$ cat src/rtl/pdm_decimator.sv
`default_nettype none
// ============================================================================
// Module   : pdm_decimator
// Purpose  : Drives an external PDM source clock, samples its data line and
//            decimates it with a 3rd-order CIC into 16-bit unsigned PCM with a
//            one-cycle start strobe. Define PDM_STEREO_EN for a right channel
//            sampled on the falling pdm_clk phase (adds soundOutR).
// Revision : 1.0 - initial release
// ============================================================================

module pdm_cic_channel #(
    parameter int LOG2_DECIM = 6
) (
    input  logic        clk,
    input  logic        rst,
    input  logic        clear_i,
    input  logic        sample_i,
    input  logic        x_i,
    input  logic        dump_i,
    output logic [15:0] pcm_o
);
    localparam int W     = 3 * LOG2_DECIM + 1;
    localparam int SHIFT = 3 * LOG2_DECIM - 16;

    logic [W-1:0] int1_q, int2_q, int3_q;
    logic [W-1:0] int1_d, int2_d, int3_d;
    logic [W-1:0] dly1_q, dly2_q, dly3_q;
    logic [W-1:0] int3_now, comb1, comb2, comb_y;
    logic [16:0]  scaled;

    always_comb begin
        int1_d   = int1_q + W'(x_i);
        int2_d   = int2_q + int1_d;
        int3_d   = int3_q + int2_d;
        // A sample and a dump may share a cycle; the dump must include it.
        int3_now = sample_i ? int3_d : int3_q;
        comb1    = int3_now - dly1_q;
        comb2    = comb1 - dly2_q;
        comb_y   = comb2 - dly3_q;
    end

    always_ff @(posedge clk or posedge rst) begin
        if (rst) begin
            int1_q <= '0;
            int2_q <= '0;
            int3_q <= '0;
            dly1_q <= '0;
            dly2_q <= '0;
            dly3_q <= '0;
        end else if (clear_i) begin
            int1_q <= '0;
            int2_q <= '0;
            int3_q <= '0;
            dly1_q <= '0;
            dly2_q <= '0;
            dly3_q <= '0;
        end else begin
            if (sample_i) begin
                int1_q <= int1_d;
                int2_q <= int2_d;
                int3_q <= int3_d;
            end
            if (dump_i) begin
                dly1_q <= int3_now;
                dly2_q <= comb1;
                dly3_q <= comb2;
            end
        end
    end

    // The scaled value is always 17 bits wide so bit 16 flags full scale.
    generate
        if (SHIFT >= 0) begin : g_shift_right
            assign scaled = 17'(comb_y >> SHIFT);
        end else begin : g_shift_left
            assign scaled = {comb_y, 1'b0};
        end
    endgenerate

    assign pcm_o = scaled[16] ? 16'hFFFF : scaled[15:0];

endmodule

module pdm_decimator #(
    parameter int CLK_DIV    = 25,
    parameter int LOG2_DECIM = 6
) (
    input  logic        clk,
    input  logic        rst,
    input  logic        enable,
    input  logic        pdm_data,
    output logic        pdm_clk,
    output logic [15:0] soundOut,
`ifdef PDM_STEREO_EN
    output logic [15:0] soundOutR,
`endif
    output logic        startO,
    output logic        busy
);
    localparam int DIV_W = $clog2(CLK_DIV);

    typedef enum logic [1:0] {
        ST_IDLE   = 2'd0,
        ST_WARMUP = 2'd1,
        ST_RUN    = 2'd2
    } state_t;

    state_t                state_q, state_d;
    logic                  s1_q, s2_q;
    logic [DIV_W-1:0]      div_q;
    logic                  pdm_clk_q;
    logic [LOG2_DECIM-1:0] dec_q;
    logic [1:0]            warm_q;
    logic [15:0]           sound_q;
    logic                  start_q;
    logic                  running, div_wrap, rise_tick, decim_tick, emit;
    logic [15:0]           pcm_l;

    assign running    = enable && (state_q != ST_IDLE);
    assign div_wrap   = running && (div_q == DIV_W'(CLK_DIV - 1));
    assign rise_tick  = div_wrap && !pdm_clk_q;
    assign decim_tick = rise_tick && (dec_q == '1);

    always_ff @(posedge clk or posedge rst) begin
        if (rst) begin
            state_q <= ST_IDLE;
        end else begin
            state_q <= state_d;
        end
    end

    always_comb begin
        state_d = state_q;
        emit    = 1'b0;
        case (state_q)
            ST_IDLE: begin
                if (enable) begin
                    state_d = ST_WARMUP;
                end
            end
            ST_WARMUP: begin
                if (!enable) begin
                    state_d = ST_IDLE;
                end else if (decim_tick && warm_q == 2'd3) begin
                    state_d = ST_RUN;
                    emit    = 1'b1;
                end
            end
            ST_RUN: begin
                if (!enable) begin
                    state_d = ST_IDLE;
                end else begin
                    emit = decim_tick;
                end
            end
            default: state_d = ST_IDLE;
        endcase
    end

    always_ff @(posedge clk or posedge rst) begin
        if (rst) begin
            s1_q      <= 1'b0;
            s2_q      <= 1'b0;
            div_q     <= '0;
            pdm_clk_q <= 1'b0;
            dec_q     <= '0;
            warm_q    <= 2'd0;
            sound_q   <= 16'h0000;
            start_q   <= 1'b0;
        end else begin
            s1_q    <= pdm_data;
            s2_q    <= s1_q;
            start_q <= emit;
            if (emit) begin
                sound_q <= pcm_l;
            end
            if (!running) begin
                div_q     <= '0;
                pdm_clk_q <= 1'b0;
                dec_q     <= '0;
                warm_q    <= 2'd0;
            end else begin
                if (div_wrap) begin
                    div_q     <= '0;
                    pdm_clk_q <= ~pdm_clk_q;
                end else begin
                    div_q <= div_q + DIV_W'(1);
                end
                if (rise_tick) begin
                    dec_q <= dec_q + LOG2_DECIM'(1);
                end
                // Counts the discarded warm-up ticks, saturating at three.
                if (decim_tick && warm_q != 2'd3) begin
                    warm_q <= warm_q + 2'd1;
                end
            end
        end
    end

    pdm_cic_channel #(
        .LOG2_DECIM (LOG2_DECIM)
    ) u_cic_left (
        .clk      (clk),
        .rst      (rst),
        .clear_i  (!running),
        .sample_i (rise_tick),
        .x_i      (s2_q),
        .dump_i   (decim_tick),
        .pcm_o    (pcm_l)
    );

`ifdef PDM_STEREO_EN
    logic        fall_tick;
    logic [15:0] pcm_r;
    logic [15:0] sound_r_q;

    assign fall_tick = div_wrap && pdm_clk_q;

    // Right channel dumps on the left decim tick so both samples stay paired.
    pdm_cic_channel #(
        .LOG2_DECIM (LOG2_DECIM)
    ) u_cic_right (
        .clk      (clk),
        .rst      (rst),
        .clear_i  (!running),
        .sample_i (fall_tick),
        .x_i      (s2_q),
        .dump_i   (decim_tick),
        .pcm_o    (pcm_r)
    );

    always_ff @(posedge clk or posedge rst) begin
        if (rst) begin
            sound_r_q <= 16'h0000;
        end else if (emit) begin
            sound_r_q <= pcm_r;
        end
    end

    assign soundOutR = sound_r_q;
`endif

    assign pdm_clk  = pdm_clk_q;
    assign soundOut = sound_q;
    assign startO   = start_q;
    assign busy     = (state_q != ST_IDLE);

endmodule
`default_nettype wire

$ cat config.mk
export PLATFORM = sky130hd
export DESIGN_NAME = pdm_decimator
export DESIGN_NICKNAME = d
export VERILOG_FILES = /design/src/rtl/pdm_decimator.sv
export SDC_FILE = /design/constraint.sdc
export NUM_CORES = 1
export LEC_CHECK = 0
export ABC_AREA = 1
export CAP_MARGIN = 10
export CORE_UTILIZATION = 69
export DETAILED_ROUTE_END_ITERATION = 10
export GPL_TIMING_DRIVEN = 0
export PLACE_DENSITY_LB_ADDON = 0.15
export RECOVER_POWER = 25
export REMOVE_ABC_BUFFERS = 1
export SYNTH_ARGS = -nofsm -noshare
export SYNTH_HDL_FRONTEND = slang
export SYNTH_SLANG_ARGS = --single-unit
export TNS_END_PERCENT = 100
$ cat constraint.sdc
create_clock -name clk -period 13.7 [get_ports clk]
set_input_delay 4.11 -clock clk [delete_from_list [all_inputs] [get_ports clk]]
set_output_delay 4.11 -clock clk [all_outputs]
set_load 0.005 [all_outputs]
# Word level (Yosys, flattened, before mapping)
# Index checks and enable logic that the tools add are counted.
classes:
  n_eq_ne: 13
  addsub: 9
  reduce_logical: 10
  mux: 30
  n_bitwise: 1
ops:
  columns: ["cell", "n"]
  rows:
  - ["2-to-1 mux 19 bit", 12]
  - ["subtractor 19 bit", 3]
  - ["adder 19 bit", 2]
  - ["adder 19 x 1 -> 19 bit", 1]
  - ["2-to-1 mux 16 bit", 1]
  - ["2-to-1 mux 2 bit", 6]
  - ["2-to-1 mux 6 bit", 2]
  - ["2-to-1 mux 5 bit", 2]
  - ["inequality test 2 x 1 -> 1 bit, second input constant", 4]
  - ["adder 6 x 1 -> 6 bit, second input constant", 1]
  - ["== test 6 bit, second input constant", 1]
  - ["logical AND 1 bit", 6]
  - ["inequality test 2 bit, second input constant", 3]
  - ["case mux 2 bit (3 select lines)", 1]
  - ["adder 5 x 1 -> 5 bit, second input constant", 1]
  - ["== test 5 bit, second input constant", 1]
  - ["2-to-1 mux 1 bit", 5]
  - ["== test 2 bit, second input constant", 2]
  - ["inequality test 3 bit, second input constant", 1]
  - ["AND reduction 3 bit", 1]
  - ["adder 2 x 1 -> 2 bit, second input constant", 1]
  - ["== test 2 x 1 -> 1 bit, second input constant", 1]
  - ["zero test 2 bit", 1]
  - ["case mux 1 bit (2 select lines)", 1]
  - ["3 further kinds", 3]
word_totals:
  out_inout_bits: 19
  input_bits: 4
  regBits: 149
  elab_cells: 78

# Longest topological paths before layout
logic_depth:
  word_depth: 9
  ltp_mapped: 51
  ltp_nobuf: 50

# Cells and area by module
# From an unflattened synthesis, not the netlist that was laid out.
hier_totals:
  hier_cells: 1376
  area_unflattened_um2: 10774.1
modules_own_cells:
  columns: ["module", "instances", "area_each_um2", "cells_each"]
  rows:
  - ["pdm_cic_channel", 1, 9198.8, 1201]
  - ["pdm_decimator", 1, 1575.3, 175]

# Worst setup path before layout
# OpenSTA, ideal clock, no wires.
synth_path:
  path_type: "input to register"
  start: "input enable"
  end: "register sound_q[0], in the netlist soundOut[0]"
  stages: 40
  setup_slack_ns: 3.863
  arrival_ns: 9.712
  required_ns: 13.574
  path_cell_list: "inv_1 nor2_2 inv_2 nor2_1 nand2_1 clkbuf_1 clkbuf_1 mux2i_1 ha_1 fa_1 o21ai_1 a21oi_1 o21ai_1 nand2_1 nand2_1 o21ai_0 xnor2_1 ha_1 [4 not listed] nand2_1 a21oi_1 o21ai_0 nand2_1 nand2_1 a21oi_1 xor2_1 inv_1 ha_1 nand2_1 nor2_1 nand2_1 o211ai_1 xor2_1 nand3_1 nand2_4 buf_12 a21oi_4"
synth_via:
  elab_chain_cells: 8
  elab_cells_between_ends: 14
synth_lines:
  columns: ["item", "line", "rtl"]
  rows:
  - ["start, declared", "90", "input logic enable,"]
  - ["logical AND 1 bit", "119", "assign running = enable && (state_q != ST_IDLE);"]
  - ["logical AND 1 bit", "120", "assign div_wrap = running && (div_q == DIV_W'(CLK_DIV - 1));"]
  - ["logical AND 1 bit", "121", "assign rise_tick = div_wrap && !pdm_clk_q;"]
  - ["2-to-1 mux 19 bit / logical AND 1 bit (equally long branches)", null, null]
  - ["subtractor 19 bit / logical AND 1 bit (equally long branches)", "37, 144", null]
  - ["subtractor 19 bit / 2-to-1 mux 1 bit (equally long branches)", "38, 144", null]
  - ["subtractor 19 bit / 2-to-1 mux 1 bit (equally long branches)", "39, 142", null]
  - ["2-to-1 mux 16 bit / case mux 1 bit (2 select lines) (equally long branches)", "80, 135", null]
  - ["end signal, assigned", "175", "sound_q <= pcm_l;"]
  - ["end, declared", "114", "logic [15:0] sound_q;"]
# Parallel ways exist; a longest one is shown, timed or not.
# A chain may end at the register's enable or synchronous reset.

# Final worst setup path
layout_path:
  start: "input enable"
  end: "register sound_q[13], in the netlist soundOut[13]"
# The elaborated chain is that of the path after synthesis.

==> out/metrics.yaml <==
run_status:
  outcome: "finished, violations left"
  failed_checks: "max-capacitance violations, max-slew violations"
layout:
  multiInputGateArea_mm2: 0.00605
  final.fill_count: 1137
  finalNonFillerCells: 1596
  fin_util_pct: 77.5
  fin_nets: 1509
  seq_area_mm2: 0.00373
  layout-drive-gt1-share_pct: 7.17
  diodes: 0
  area_growth_pct: 9.18
power_and_ir_drop:
  powerDensity_mw_per_mm2: 84.9
  seqPwrFrac_pct: 45.0
  p_total_mw: 1.00
  pwr-share-comb_pct: 10.1
  power_leakage_nw: 6.27
  p_int_uw: 726
  peakVddDrop_v: 0.0000901
  netSwitchingFraction_pct: 27.4
  clkPwrFrac_pct: 45.0
  switching_power_uw: 274
sta:
  whs_ns: 0.346
  min_period_ns: 12.88
  period_share_pct: 94.0
  hold_viol_final: 0
  setup_tns_ns: 0
  setup_viol: 0
  slew_viol_final: 152
  worst_clock_skew_ns: 0.0114
  clock.fmax_ghz: 0.0776
  rsz0062_at_grt: "no"
  maxSlewHeadroom_pct: -247
  tightest_slew_ns: 5.21
yosys:
  netlist_top_cells_area: "dfrtp_1 (35%), ha_1 (12%), nand2_1 (9.1%)"
  ys_seq_elements: 149
  synthTopCellsByCount: "nand2_1 (261), inv_1 (234), dfrtp_1 (149)"
  yosysWarnings: 0
  ys_async_sr_fraction_pct: 100
  synth.most_common_cell: "nand2_1"
  yosysUniqueCellTypes: 52
  synthCells: 1377
  synth_edf_count: 0
  syn_avg_cell_area_um2: 7.83
  synth_top_cell_by_area: "dfrtp_1"
  synth_top_area_share_pct: 34.6
  synth_area_mm2: 0.0108
  yosysSeqAreaShare_pct: 34.6
  ys.flop_type: "dfrtp_1"
routing:
  vias: 9039
  dr.pass1.iters: 5
  dr.first_iter.drc_count: 542
  ant_nets: 0
  vias_per_cell: 5.66
  drc_errors: 0
  routedWlPerCell_um: 14.6
  routed_wl_um: 23300
worst_setup_path:
  cp-end-kind: "flop"
  startpoint_type: "input port"
  max_stage_delay_ns: 0.64
  r2r_slack_ns: 4.39
  critPathKind: "in2reg"
  cp_max_fo: 25
  crit_arrival_ns: 13.18
  critPathRequiredTime_ns: 14.00
  critPathSlowestCell: "inv_1"
  reg2reg_depth: 42
  r2r_start: "state_q[1]$_DFFE_PP0P_"
  path_common_cell: "nand2_1"
  r2r-end: "soundOut[13]$_DFFE_PP0P_"
placed_design:
  placed_cells: 1564
  gp_congestion: 0.896
  post-dp-hpwl_um: 16600
  portBuffers: 22
clock_tree:
  clockRootBuffer: "clkbuf_16"
  cts_hold_buf: 0
  cts_setup_buffers: 0
  clkLatencyLatePin_ns: 0.44
  h-tree-depth: 4
  cts_sinks: 149
  cts_inserted_buffers: 17
  clockBufferDepth: 2
  clk_pin_slew_ns: 0.06
  cts_tree: "yes"
  ctsResizeCount: 0
global_routing:
  grt_usage_pct: 31.3
  grt_max_degree: 98
  grt_pass1_vias: 8989
  antenna_found_initial: 0
  grt_pass1_wl_um: 40500
  overflow: 0
floorplan:
  dieArea_mm2: 0.0161
  io_pins: 23
  start_util_pct: 71.0
  rows: 45
  fp.dieW_um: 127
  coreArea_mm2: 0.0152
  die_h_um: 127
hold_path:
  min_to: "s2_q$_DFF_PP0_"
  hold_depth: 0
  hp-start: "s1_q$_DFF_PP0_"
  holdCritPathClass: "reg2reg"
job:
  drv_cap: 2
## cell families (layout without fill, tap and decap cells)
family / count (synthesis) / after routing / share of synthesized area [%]
AO/OA/AOI/OAI: 306 / 306 / 17.2
XOR/XNOR: 89 / 89 / 7.23
adder cells (fa/ha/maj): 110 / 110 / 13.0
multiplexers: 2 / 2 / 0.186
AND/OR/NAND/NOR: 457 / 457 / 18.4
flip-flops: 149 / 149 / 34.6
buffers and inverters: 264 / 295 / 9.36
## state kept, by name, indices dropped and copies added (netlist names), 2 cells and up
register	flops
dec_q	6
div_q	5
soundOut	16
state_q	2
u_cic_left.dly1_q	19
u_cic_left.dly2_q	19
u_cic_left.dly3_q	19
u_cic_left.int1_q	19
u_cic_left.int2_q	19
u_cic_left.int3_q	19
warm_q	2
## worst max-delay path, delay by kind of cell
family,cells,cell delay (ns)
buffers and inverters,8,2.26
xor gates and xnor gates,3,0.63
adders and majority gates,3,1.24
and+or+nand+nor,16,2.89
AOI/OAI and AO/OA,12,2.01
## layer usage
| layer | vias up | track usage [%] | share of wire [%] |
|---|---|---|---|
| li1 | 4548 | - | - |
| met1 | 4309 | 41.2 | 48 |
| met2 | 151 | 53.5 | 48 |
| met3 | 31 | 5.32 | 3.4 |
| met4 | 0 | 8.61 | 1.3 |
| met5 | - | 0 | 0 |
## power by group through the flow
stage	clock network, mW	logic, mW	registers [mW]
2_1_floorplan	0	0.0577	0.457
3_3_place_gp	0	0.0897	0.457
3_5_place_dp	0	0.101	0.458
4_1_cts	0.453	0.102	0.450
5_1_grt	0.471	0.111	0.450
6_report	0.450	0.101	0.450
## metrics by stage
| stage | area, um2 | worst slack, ns |
|---|---|---|
| after floorplan | 10700 | 2.74 |
| after global placement | 11100 | -0.0357 |
| after detailed placement | 11200 | 0.617 |
| after CTS | 11800 | 0.913 |
| after global routing | 11800 | 0.0303 |
| final | 11800 | 0.820 |
## layout make-up
type	instances	area share, %
clock buffer	19	3.85
sequential	149	31.7
clock inverter	13	0.924
inverter	237	7.56
multi-input combinational	964	51.4
timing repair buffer	26	2.60
tap	188	2.00
## worst max-delay path by stage
| stage | depth (start not counted) | start | to |
|---|---|---|---|
| floorplan | 40 | enable | soundOut[10]$_DFFE_PP0P_ |
| global placement | 41 | enable | soundOut[15]$_DFFE_PP0P_ |
| detailed placement | 41 | enable | soundOut[10]$_DFFE_PP0P_ |
| CTS | 42 | enable | soundOut[13]$_DFFE_PP0P_ |
| global route | 42 | enable | soundOut[14]$_DFFE_PP0P_ |
| finish | 42 | enable | soundOut[13]$_DFFE_PP0P_ |
## placed cells by master, fill, tap and decap left out, types with 4 or more instances in the layout
| cell | Yosys | layout |
|---|---|---|
| a21boi_0 | 4 | 4 |
| a21o_1 | 4 | 4 |
| a21oi_1 | 99 | 99 |
| a21oi_4 | 10 | 10 |
| a22o_1 | 13 | 13 |
| a31oi_1 | 6 | 6 |
| clkbuf_16 | 0 | 17 |
| clkdlybuf4s50_1 | 0 | 20 |
| clkinv_2 | 0 | 6 |
| dfrtp_1 | 149 | 149 |
| fa_1 | 4 | 4 |
| ha_1 | 106 | 106 |
| inv_1 | 234 | 233 |
| nand2_1 | 261 | 260 |
| nand2_2 | 8 | 9 |
| nand3_1 | 46 | 46 |
| nand3_2 | 5 | 5 |
| nand4_1 | 8 | 8 |
| nor2_1 | 79 | 78 |
| nor2_2 | 3 | 4 |
| nor3_1 | 11 | 11 |
| o211ai_1 | 6 | 6 |
| o21ai_0 | 99 | 99 |
| o21ai_1 | 12 | 12 |
| o21bai_1 | 4 | 4 |
| o22ai_1 | 31 | 31 |
| or2_2 | 24 | 24 |
| xnor2_1 | 27 | 27 |
| xor2_1 | 62 | 62 |
Power figures use the tool's default switching activity.
